===== src/rtl/spi_burst_ctrl.sv =====
`timescale 1ns/1ps
// spi_burst_ctrl
//   Burst controller feeding an SPI master. The host queues bytes in a TX
//   FIFO; on go_i they are sent under a single slave-select assertion with
//   one start pulse per byte. Each byte returned with the master's done tick
//   is stored in an RX FIFO that the host reads show-ahead.
//
// Ports
//   clk_i, reset_i        clock, synchronous active-high reset
//   wr_en_i, wr_data_i    host push into TX FIFO
//   tx_full_o, tx_count_o TX FIFO status
//   rd_en_i, rd_data_o    host pop / head of RX FIFO
//   rx_empty_o            RX FIFO empty
//   go_i, busy_o          burst command / burst in progress
//   ss_n_o                slave select, active low
//   spi_start_o           one-cycle start pulse to the master
//   spi_din_o             byte presented to the master
//   spi_ready_i           master idle
//   spi_done_tick_i       master completion pulse
//   spi_dout_i            byte received by the master
//   rx_overflow_o         sticky: RX byte dropped (cleared by accepted go_i)
//   timeout_o             sticky: watchdog abort (cleared by accepted go_i)
module spi_burst_ctrl #(
  parameter int unsigned DATA_W    = 8,
  parameter int unsigned DEPTH     = 8,
  parameter int unsigned SETUP_CYC = 2,
  parameter int unsigned HOLD_CYC  = 2,
  parameter int unsigned TIMEOUT   = 1024
) (
  input  logic                     clk_i,
  input  logic                     reset_i,
  input  logic                     wr_en_i,
  input  logic [DATA_W-1:0]        wr_data_i,
  output logic                     tx_full_o,
  output logic [$clog2(DEPTH):0]   tx_count_o,
  input  logic                     rd_en_i,
  output logic [DATA_W-1:0]        rd_data_o,
  output logic                     rx_empty_o,
  input  logic                     go_i,
  output logic                     busy_o,
  output logic                     ss_n_o,
  output logic                     spi_start_o,
  output logic [DATA_W-1:0]        spi_din_o,
  input  logic                     spi_ready_i,
  input  logic                     spi_done_tick_i,
  input  logic [DATA_W-1:0]        spi_dout_i,
  output logic                     rx_overflow_o,
  output logic                     timeout_o
);

  localparam int unsigned AW     = $clog2(DEPTH);
  localparam int unsigned CW     = AW + 1;
  localparam int unsigned WDW    = $clog2(TIMEOUT + 1);
  localparam int unsigned PC_MAX = (SETUP_CYC > HOLD_CYC) ? SETUP_CYC : HOLD_CYC;
  localparam int unsigned PCW    = $clog2(PC_MAX + 1);

  typedef enum logic [2:0] {
    S_IDLE,
    S_SETUP,
    S_LOAD,
    S_WAIT,
    S_HOLD
  } state_t;

  state_t             r_state;
  logic               r_busy;
  logic               r_ss_n;
  logic               r_start;
  logic [DATA_W-1:0]  r_spi_din;
  logic               r_overflow;
  logic               r_timeout;
  logic [PCW-1:0]     r_phase;
  logic [WDW-1:0]     r_wd;

  // TX FIFO storage
  logic [DATA_W-1:0]  r_tx_mem [DEPTH];
  logic [AW-1:0]      r_tx_wr;
  logic [AW-1:0]      r_tx_rd;
  logic [CW-1:0]      r_tx_count;

  // RX FIFO storage
  logic [DATA_W-1:0]  r_rx_mem [DEPTH];
  logic [AW-1:0]      r_rx_wr;
  logic [AW-1:0]      r_rx_rd;
  logic [CW-1:0]      r_rx_count;

  logic w_tx_full;
  logic w_tx_empty;
  logic w_rx_full;
  logic w_rx_empty;
  logic w_tx_push;
  logic w_tx_pop;
  logic w_tx_flush;
  logic w_rx_push;
  logic w_rx_pop;
  logic w_wait_tick;

  assign w_tx_full   = (r_tx_count == CW'(DEPTH));
  assign w_tx_empty  = (r_tx_count == '0);
  assign w_rx_full   = (r_rx_count == CW'(DEPTH));
  assign w_rx_empty  = (r_rx_count == '0);

  assign w_wait_tick = (r_state == S_WAIT) && spi_done_tick_i;
  assign w_tx_push   = wr_en_i && !w_tx_full;
  assign w_tx_pop    = (r_state == S_LOAD) && spi_ready_i;
  assign w_tx_flush  = (r_state == S_WAIT) && !spi_done_tick_i &&
                       (r_wd == WDW'(TIMEOUT - 1));
  assign w_rx_push   = w_wait_tick && !w_rx_full;
  assign w_rx_pop    = rd_en_i && !w_rx_empty;

  // ---------------------------------------------------------------- TX FIFO
  always_ff @(posedge clk_i) begin
    if (w_tx_push) begin
      r_tx_mem[r_tx_wr] <= wr_data_i;
    end
  end

  always_ff @(posedge clk_i) begin
    if (reset_i) begin
      r_tx_wr    <= '0;
      r_tx_rd    <= '0;
      r_tx_count <= '0;
    end else begin
      if (w_tx_push) begin
        r_tx_wr <= r_tx_wr + AW'(1);
      end
      if (w_tx_flush) begin
        // A host byte written on the flush edge survives as the sole entry.
        r_tx_rd    <= r_tx_wr;
        r_tx_count <= CW'(w_tx_push);
      end else begin
        if (w_tx_pop) begin
          r_tx_rd <= r_tx_rd + AW'(1);
        end
        unique case ({w_tx_push, w_tx_pop})
          2'b10:   r_tx_count <= r_tx_count + CW'(1);
          2'b01:   r_tx_count <= r_tx_count - CW'(1);
          default: r_tx_count <= r_tx_count;
        endcase
      end
    end
  end

  // ---------------------------------------------------------------- RX FIFO
  always_ff @(posedge clk_i) begin
    if (w_rx_push) begin
      r_rx_mem[r_rx_wr] <= spi_dout_i;
    end
  end

  always_ff @(posedge clk_i) begin
    if (reset_i) begin
      r_rx_wr    <= '0;
      r_rx_rd    <= '0;
      r_rx_count <= '0;
    end else begin
      if (w_rx_push) begin
        r_rx_wr <= r_rx_wr + AW'(1);
      end
      if (w_rx_pop) begin
        r_rx_rd <= r_rx_rd + AW'(1);
      end
      unique case ({w_rx_push, w_rx_pop})
        2'b10:   r_rx_count <= r_rx_count + CW'(1);
        2'b01:   r_rx_count <= r_rx_count - CW'(1);
        default: r_rx_count <= r_rx_count;
      endcase
    end
  end

  // -------------------------------------------------------------------- FSM
  always_ff @(posedge clk_i) begin
    if (reset_i) begin
      r_state    <= S_IDLE;
      r_busy     <= 1'b0;
      r_ss_n     <= 1'b1;
      r_start    <= 1'b0;
      r_spi_din  <= '0;
      r_overflow <= 1'b0;
      r_timeout  <= 1'b0;
      r_phase    <= '0;
      r_wd       <= '0;
    end else begin
      r_start <= 1'b0;
      unique case (r_state)
        S_IDLE: begin
          if (go_i && !w_tx_empty) begin
            r_busy     <= 1'b1;
            r_ss_n     <= 1'b0;
            r_overflow <= 1'b0;
            r_timeout  <= 1'b0;
            r_phase    <= PCW'(1);
            // The LOAD cycle itself is the last setup cycle, so SETUP only
            // covers the first SETUP_CYC-1 cycles (none when SETUP_CYC is 1).
            if (SETUP_CYC == 1) begin
              r_state <= S_LOAD;
            end else begin
              r_state <= S_SETUP;
            end
          end
        end
        S_SETUP: begin
          if (r_phase == PCW'(SETUP_CYC - 1)) begin
            r_state <= S_LOAD;
          end else begin
            r_phase <= r_phase + PCW'(1);
          end
        end
        S_LOAD: begin
          if (spi_ready_i) begin
            r_spi_din <= r_tx_mem[r_tx_rd];
            r_start   <= 1'b1;
            r_wd      <= '0;
            r_state   <= S_WAIT;
          end
        end
        S_WAIT: begin
          if (spi_done_tick_i) begin
            if (w_rx_full) begin
              r_overflow <= 1'b1;
            end
            r_phase <= PCW'(1);
            r_state <= w_tx_empty ? S_HOLD : S_LOAD;
          end else if (w_tx_flush) begin
            r_timeout <= 1'b1;
            r_phase   <= PCW'(1);
            r_state   <= S_HOLD;
          end else begin
            r_wd <= r_wd + WDW'(1);
          end
        end
        S_HOLD: begin
          if (r_phase == PCW'(HOLD_CYC)) begin
            r_busy  <= 1'b0;
            r_ss_n  <= 1'b1;
            r_state <= S_IDLE;
          end else begin
            r_phase <= r_phase + PCW'(1);
          end
        end
        default: begin
          r_busy  <= 1'b0;
          r_ss_n  <= 1'b1;
          r_state <= S_IDLE;
        end
      endcase
    end
  end

  assign tx_full_o     = w_tx_full;
  assign tx_count_o    = r_tx_count;
  assign rx_empty_o    = w_rx_empty;
  assign rd_data_o     = w_rx_empty ? '0 : r_rx_mem[r_rx_rd];
  assign busy_o        = r_busy;
  assign ss_n_o        = r_ss_n;
  assign spi_start_o   = r_start;
  assign spi_din_o     = r_spi_din;
  assign rx_overflow_o = r_overflow;
  assign timeout_o     = r_timeout;

endmodule


===== config.mk =====
export PLATFORM = sky130hd
export DESIGN_NAME = spi_burst_ctrl
export DESIGN_NICKNAME = d
export VERILOG_FILES = /design/src/rtl/spi_burst_ctrl.sv
export SDC_FILE = /design/constraint.sdc
export NUM_CORES = 1
export LEC_CHECK = 0
export CORE_MARGIN = 3
export CORE_UTILIZATION = 63
export CTS_CLUSTER_DIAMETER = 100
export DETAILED_ROUTE_END_ITERATION = 8
export PLACE_DENSITY = 0.84
export SYNTH_ARGS = -nofsm -noshare
export SYNTH_HDL_FRONTEND = slang
export SYNTH_SLANG_ARGS = --single-unit

===== constraint.sdc =====
create_clock -name clk_i -period 3.9 [get_ports clk_i]
set_input_delay 0.585 -clock clk_i [delete_from_list [all_inputs] [get_ports clk_i]]
set_output_delay 0.585 -clock clk_i [all_outputs]
set_load 0.005 [all_outputs]

# After elaboration in Yosys (flattened, before gate mapping)
# Memories as Yosys holds them, arrays and structs flattened. A register that Yosys moved wholly into a read port is not among the register bits.
# Cells that the tools add are included.
[op_classes] add_sub_neg=10 n_eq_ne=25 mux=43 n_bitwise=2 reduce_logical=33
[ops] operator="$mux 11" n=3
[ops] operator="$mux 3" n=11
[ops] operator="$ne 2x2->1 const B" n=11
[ops] operator="$pmux 11 s2" n=1
[ops] operator="$pmux 4 s2" n=2
[ops] operator="$pmux 3 s5" n=1
[ops] operator="$mux 1" n=14
[ops] operator="$add 3x1->3 const B" n=4
[ops] operator="$reduce_and 4->1" n=3
[ops] operator="$add 11x1->11 const B" n=1
[ops] operator="$eq 11x10->1 const B" n=1
[ops] operator="$mux 2" n=5
[ops] operator="$reduce_and 5->1" n=2
[ops] operator="$reduce_bool 2->1" n=5
[ops] operator="$add 4x1->4 const B" n=2
[ops] operator="$eq 4x4->1 const B" n=2
[ops] operator="$logic_and 1x1->1" n=8
[ops] operator="$logic_not 4->1" n=2
[ops] operator="$mux 8" n=1
[ops] operator="$pmux 2 s4" n=1
[ops] operator="$sub 4x1->4 const B" n=2
[ops] operator="$eq 2x1->1 const B" n=3
[ops] operator="$eq 2x2->1 const B" n=3
[ops] operator="$eq 3x2->1 const B" n=2
[ops] operator="15 further kinds" n=23
[word_totals] reg_bits=41 mem_bits_rw=128 inputBits=23 n_memories=2
[memory_table] memory="r_rx_mem" words=8 width=8 read_ports=1 rd_clocked_by_memory_dff=1 wr=1 line="82" rtl="logic [DATA_W-1:0] r_rx_mem [DEPTH];"
[memory_table] memory="r_tx_mem" words=8 width=8 read_ports=1 rd_clocked_by_memory_dff=1 wr=1 line="76" rtl="logic [DATA_W-1:0] r_tx_mem [DEPTH];"

# Depth between registers and ports, before layout
# Gate-level depths: netlist (run 1).
[depth] word_depth=6 ltp_mapped=11 mapped_depth_nobuf=10

# Least setup slack after synthesis (run 1)
# Ideal clock, no wire load.
[synth_path] kind="register to register" startpoint="register r_rx_count[1]" endpoint="register r_rx_count[2]" setup_ns=0.070 arrival_ns=2.398 required_ns=3.830 path_slack_ns=1.432 stages_incl_launch_ff=12 synth_period_minus_slack_ns=2.468 cell_sequence="dfxtp_1 clkbuf_1 or4b_1 and3_1 inv_2 ha_1 xor2_1 ha_1 a21oi_1 xor2_1 or3_1 a21oi_1"
[synth_via] elab_chain_len=5 elab_cells_between_ends=12
[synth_rtl] item="from (decl)" line="85" rtl="logic [CW-1:0] r_rx_count;"
[synth_rtl] item="from (signal assigned)" line="164" rtl="2'b10: r_rx_count <= r_rx_count + CW'(1);"
[synth_rtl] item="from (signal assigned)" line="165" rtl="2'b01: r_rx_count <= r_rx_count - CW'(1);"
[synth_rtl] item="from (signal assigned)" line="166" rtl="default: r_rx_count <= r_rx_count;"
[synth_rtl] item="$eq 4x4->1 or $logic_not 4->1 (tied branches)" line="100, 101"
[synth_rtl] item="$logic_not 1->1 (on tied branches)" line="108, 109"
[synth_rtl] item="$logic_and 1x1->1 (on tied branches)" line="108, 109"
[synth_rtl] item="$eq 2x1->1 or $eq 2x2->1 (tied branches)" line="163" rtl="unique case ({w_rx_push, w_rx_pop})"
[synth_rtl] item="$pmux 4 s2 or $reduce_bool 2->1 (tied branches)"
# Several ways; a longest one is shown, not always the timed one.
# A chain may end at the register's enable or synchronous reset.

==> impl_metrics.tcl, run 1 <==
set metrics [dict create \
    fin_skew_ns 0.00881 \
    dieArea_mm2 0.0134 \
    yosysTopAreaCellShare_pct 50.6 \
    area_growth_pct 16.2 \
    htreeDepth 4 \
    num_io_pins 50 \
    synth-seq-area-share_pct 64.3 \
    port-buffer-count 49 \
    placed_area_mm2 0.00821 \
    post-dp-hpwl_um 9460 \
    fin_cells 717 \
    finalHoldViolations 0 \
    reg2reg_slack_ns 1.23 \
    grt_max_degree 27 \
    async_reset_ff_share_pct 0 \
    final_area_mm2 0.00883 \
    outcome "finished, final reports clean" \
    initial_core_util_pct 65.4 \
    whs_path_depth 2 \
    syn-cell-area_mm2 0.00760 \
    antenna_found_initial 0 \
    avgSynthCellArea_um2 14.9 \
    ys_ff_latch 180 \
    dr.first_iter.drc_count 285 \
    die_width_um 116 \
    synth_warnings 0 \
    met1_usage_pct 29.2 \
    worstMarginPinSlew_ns 1.21 \
    first_global_vias 4555 \
    rows 39 \
    drt_wl_total_um 14600 \
    maxSlewHeadroom_pct 19.4 \
    p_leak_nw 2.83 \
    finalSetupViolCount 0 \
    min_from "r_wd[10]" \
    crit_path_cell_trace "mux4_2, mux2i_1, nor2_1, clkdlybuf4s50_1" \
    whs_endpoint "r_wd[10]" \
    powerDensity_mw_per_mm2 486 \
    dp_cells 685 \
    crit_buf_inv 1 \
    grt.total_usage_pct 23.5 \
    fp.coreArea_mm2 0.0116 \
    cts.sink_count 180 \
    critPathCaptureType "output pin" \
    cp-start-kind "flop" \
    drc 0 \
    grt-ovfl-total 0 \
    cts_resized 0 \
    maxCapViolations 0 \
    r2r_start "r_rx_count[1]" \
    fin_util_pct 76.0 \
    synth_nets 548 \
    diodes 0 \
    viasPerCell 6.24 \
    cts_hold_repair.buffers 0 \
    slowest_stage "dfxtp_1" \
    grt_pass1_wl_um 23500 \
    hold_path.class "reg2reg" \
    fin_tns_setup_ns 0 \
    ys.flop_type "edfxtp_1" \
    cts_tree "yes" \
    dr.pass1.iters 7 \
    path_max_fanout 16 \
    layout_commonest_cell "edfxtp_1" \
    finalCritPeriodShare_pct 77.7 \
    nFillCells 696 \
    layout_common_cells "edfxtp_1 (128), dfxtp_1 (52), clkdlybuf4s50_1 (49)" \
    r2r_end "r_rx_count[2]" \
    clk_pin_slew_ns 0.07 \
    slew_viol_final 0 \
    synth_edf_count 128 \
    met2_usage_pct 40.7 \
    antenna_left 0 \
    r2r_cells 10 \
    ir_drop_v 0.000374 \
    cp_data_required_time_ns 3.31 \
    crit_family "flip-flops" \
    path_class "reg2out" \
    busiest_layer "met2" \
    root_buffer "clkbuf_16" \
    drive_above_1_share_pct 16.2 \
    cp.arrival_ns 2.45 \
    yosysTopAreaCell "edfxtp_1" \
    cts_max_path_buffers 2 \
    finalCriticalPeriod_ns 3.03 \
    routabilityCongestion 0.815 \
    ys_types 58 \
    routedWlPerCell_um 20.4 \
    nets 598 \
    clk_latency_ns 0.42 \
    die_h_um 116 \
    grt_setup_unrepaired "false" \
    post-cts-setup-buffers 0 \
    vias 4477 \
    numCtsBuffers 17 \
    grt.met3_usage_pct 4.60 \
    ys_top_cells_by_area "edfxtp_1 (51%), dfxtp_1 (14%), mux4_2 (9.5%), mux2i_1 (3.2%), nor2_1 (2.4%)" \
    max_freq_mhz 330 \
    syn_inst 511 \
    slowest_delay_ns 0.83 \
    total_power_mw 4.29 \
]
-- Yosys cell counts, types with 7 or more instances --
master / n
o21ai_0: 9
nand2b_1: 10
or4_1: 10
edfxtp_1: 128
a211oi_1: 13
mux4_2: 32
ha_1: 14
a21oi_1: 20
nor2_1: 48
nand3_1: 7
mux2i_1: 24
o31ai_1: 7
nor3_1: 7
clkbuf_1: 13
inv_1: 9
xor2_1: 8
buf_2: 7
dfxtp_1: 52
nand2_1: 20
-- cells by family after synthesis --
family          count (synthesis)  share of synthesized area, %
flops                         180                          64.3
mux                            56                          12.6
xor+xnor                       14                          1.61
fa+ha+maj                      14                          2.31
compound gates                 63                          5.67
simple gates                  145                          11.1
buf+inv                        39                          2.40
-- metrics by stage --
step / hold WS (ns) / setup WS (ns)
floorplan: 0.423 / 1.43
global placement: 0.437 / 0.996
detailed placement: 0.453 / 0.916
CTS: 0.465 / 0.879
global route: 0.473 / 0.797
finish: 0.466 / 0.869
-- layout make-up --
type	count	area, um2	share of cell area [%]
well taps	143	179	2.03
clock inverters	15	196	2.22
repair buffers	59	566	6.40
multi-input cells	292	2540	28.7
flip-flops and latches	180	4880	55.3
inverters	11	43.8	0.496
clock buffers	17	425	4.82
-- registers in the layout (all words and copies together) (netlist names), named ones only --
signal	count
tx_count_o	4
spi_din_o	8
r_tx_rd	3
r_rx_rd	3
r_phase	2
r_tx_wr	3
r_rx_mem	64
ss_n_o	1
r_state	3
r_rx_wr	3
r_tx_mem	64
rx_overflow_o	1
spi_start_o	1
r_rx_count	4
busy_o	1
r_wd	11
timeout_o	1
-- where the power goes --
part	total [mW]	internal, mW	switching, mW	leakage [nW]
clock	1.77	1.03	0.745	0.309
combinational	0.355	0.182	0.174	0.947
sequential	2.17	2.10	0.0670	1.58
total	4.29	3.31	0.986	2.83
-- tightest hold or removal path: cells and delay by family (launching register included) --
family                 cells  cell delay (ns)
DFF                        1             0.33
buffers and inverters      1             0.06
AOI/OAI and AO/OA          1             0.04
-- worst max path at each step --
stage	from	to	cells after the start
2_1_floorplan	r_rx_count[1]	r_rx_count[2]	11
3_3_place_gp	spi_ready_i	tx_count_o[2]	10
3_5_place_dp	spi_ready_i	tx_count_o[2]	10
4_1_cts	flop	rd_data_o[1]	4
5_1_grt	flop	rd_data_o[7]	4
6_report	flop	rd_data_o[1]	4
-- per-layer routing --
metal	up-vias	part of all wire, %
li1	2074	-
met1	2228	41
met2	151	53
met3	24	4.8
met4	0	1.9
met5	-	0
No activity file was read; power rests on OpenSTA's default activity.
==> run 2, diff against run 1 <==
- CORE_UTILIZATION: 63 -> 53
- PLACE_DENSITY: 0.84 -> 0.76
- clock period: 3.9 -> 2.69 ns (I/O delays scaled with it)
==> run 2 against run 1 <==
First-iteration DRC count increased by 42%. Register-to-register slack worse by 1.1 ns. Combinational power increased by 69%. Global-route usage is 4.0 points lower. Die area rose by 18%. Critical path depth increased by 1. Sequential cell count is the same.
==> impl_metrics.tcl, run 2 (synthesis results as in run 1) <==
set metrics [dict create \
    ir_drop_v 0.000460 \
    port-buffer-count 49 \
    drt_wl_total_um 14900 \
    post-dp-hpwl_um 9670 \
    num_io_pins 50 \
    critPathCaptureType "output pin" \
    cp-start-kind "flop" \
    numCtsBuffers 17 \
    top_regs "r_rx_mem: 64 flops, r_tx_mem: 64 flops, r_wd: 11 flops" \
    fin_tns_setup_ns 0 \
    post-cts-setup-buffers 0 \
    total_power_mw 5.97 \
    fp.coreArea_mm2 0.0139 \
    dr.pass1.iters 5 \
    outcome "finished, final reports clean" \
    dr.first_iter.drc_count 404 \
    max_freq_mhz 389 \
    cp_data_required_time_ns 2.29 \
    finalSetupViolCount 0 \
    area_growth_pct 18.6 \
    fin_util_pct 64.7 \
    multiInputGateArea_mm2 0.00254 \
    root_buffer "clkbuf_16" \
    fin_skew_ns 0.00827 \
    worstMarginPinSlew_ns 0.668 \
    maxCapViolations 0 \
    cts_max_path_buffers 2 \
    clk_latency_ns 0.42 \
    vias 4547 \
    pre_cts_slack_ns 0.0920 \
    powerDensity_mw_per_mm2 662 \
    cp.arrival_ns 2.17 \
    grt_setup_unrepaired "false" \
    layout_common_cells "edfxtp_1 (128), dfxtp_1 (52), clkdlybuf4s50_1 (49)" \
    routedWlPerCell_um 19.2 \
    dieArea_mm2 0.0158 \
    grt_max_degree 19 \
    antenna_left 0 \
    finalCritPeriodShare_pct 95.7 \
    nFillCells 973 \
    clk_pin_slew_ns 0.06 \
    slew_viol_final 0 \
    layout_commonest_cell "edfxtp_1" \
    first_global_vias 4548 \
    routabilityCongestion 0.785 \
    cts.sink_count 180 \
    htreeDepth 4 \
    antenna_found_initial 0 \
    drc 0 \
    grt_pass1_wl_um 23900 \
    cts_tree "yes" \
    drive_above_1_share_pct 19.4 \
    hold_path.class "reg2reg" \
    die_h_um 126 \
    seq_area_mm2 0.00488 \
    grt.total_usage_pct 19.5 \
    finalWorstSetupSlack_ns 0.117 \
    finalCriticalPeriod_ns 2.57 \
    finalHoldViolations 0 \
    rows 43 \
    initial_core_util_pct 54.5 \
    maxSlewHeadroom_pct 55.0 \
    nets 624 \
    die_width_um 126 \
    p_leak_nw 2.92 \
    grt-ovfl-total 0 \
    path_max_fanout 16 \
    diodes 0 \
    path_class "reg2out" \
    viasPerCell 5.84 \
]
[run 2: power breakdown]
group          internal [mW]  switching, mW  total, mW  leakage, nW
Sequential              3.04         0.0460       3.09         1.58
Clock                   1.28           1.00       2.28        0.252
Combinational          0.295          0.305      0.600         1.09
[run 2: repair_timing]
action,4_1_cts,5_1_grt
gates resized for setup,1,4
gates cloned,0,0
hold buffers,0,0
setup endpoints to repair,4,7
hold endpoints to repair,0,0
[run 2: worst max-delay path: stages, from the launching register on]
cell             delay, ns
dfxtp_1               0.36
buf_12                0.19
mux4_2                0.53
mux2i_1               0.18
nor2_1                0.05
clkdlybuf4s50_1       0.45
[run 2: final timing paths]
| check | from | slack [ns] | cells after the start | endpoint |
|---|---|---|---|---|
| setup / recovery | flop | 0.12 | 5 | rd_data_o[1] |
| hold / removal | r_wd[10] | 0.46 | 2 | r_wd[10] |
| setup reg to reg | r_rx_count[0] | 0.12 | 10 | r_rx_count[2] |
| hold reg to reg | r_wd[10] | 0.46 | 2 | r_wd[10] |
[run 2: layer usage]
layer	vias to the layer above	track usage [%]	part of all wire, %
li1	2128	-	-
met1	2278	24.2	42
met2	120	33.8	52
met3	21	4.20	3.8
met4	0	7.14	2.1
met5	-	0	0
[run 2: per-stage QoR]
stage,hold slack (ns),instance area (um2),instances
6_report,0.455,9010,779
3_5_place_dp,0.449,8450,748
4_1_cts,0.456,9000,779
2_1_floorplan,0.423,7600,511
5_1_grt,0.487,9010,779
3_3_place_gp,0.436,8450,748
[run 2: final cells by class]
type | instances | area share, %
clock inverter | 11 | 1.18
clock buffer | 20 | 4.85
multi-input combinational | 292 | 28.2
sequential | 180 | 54.2
inverter | 11 | 0.486
timing repair buffer | 85 | 8.58
tap | 180 | 2.50
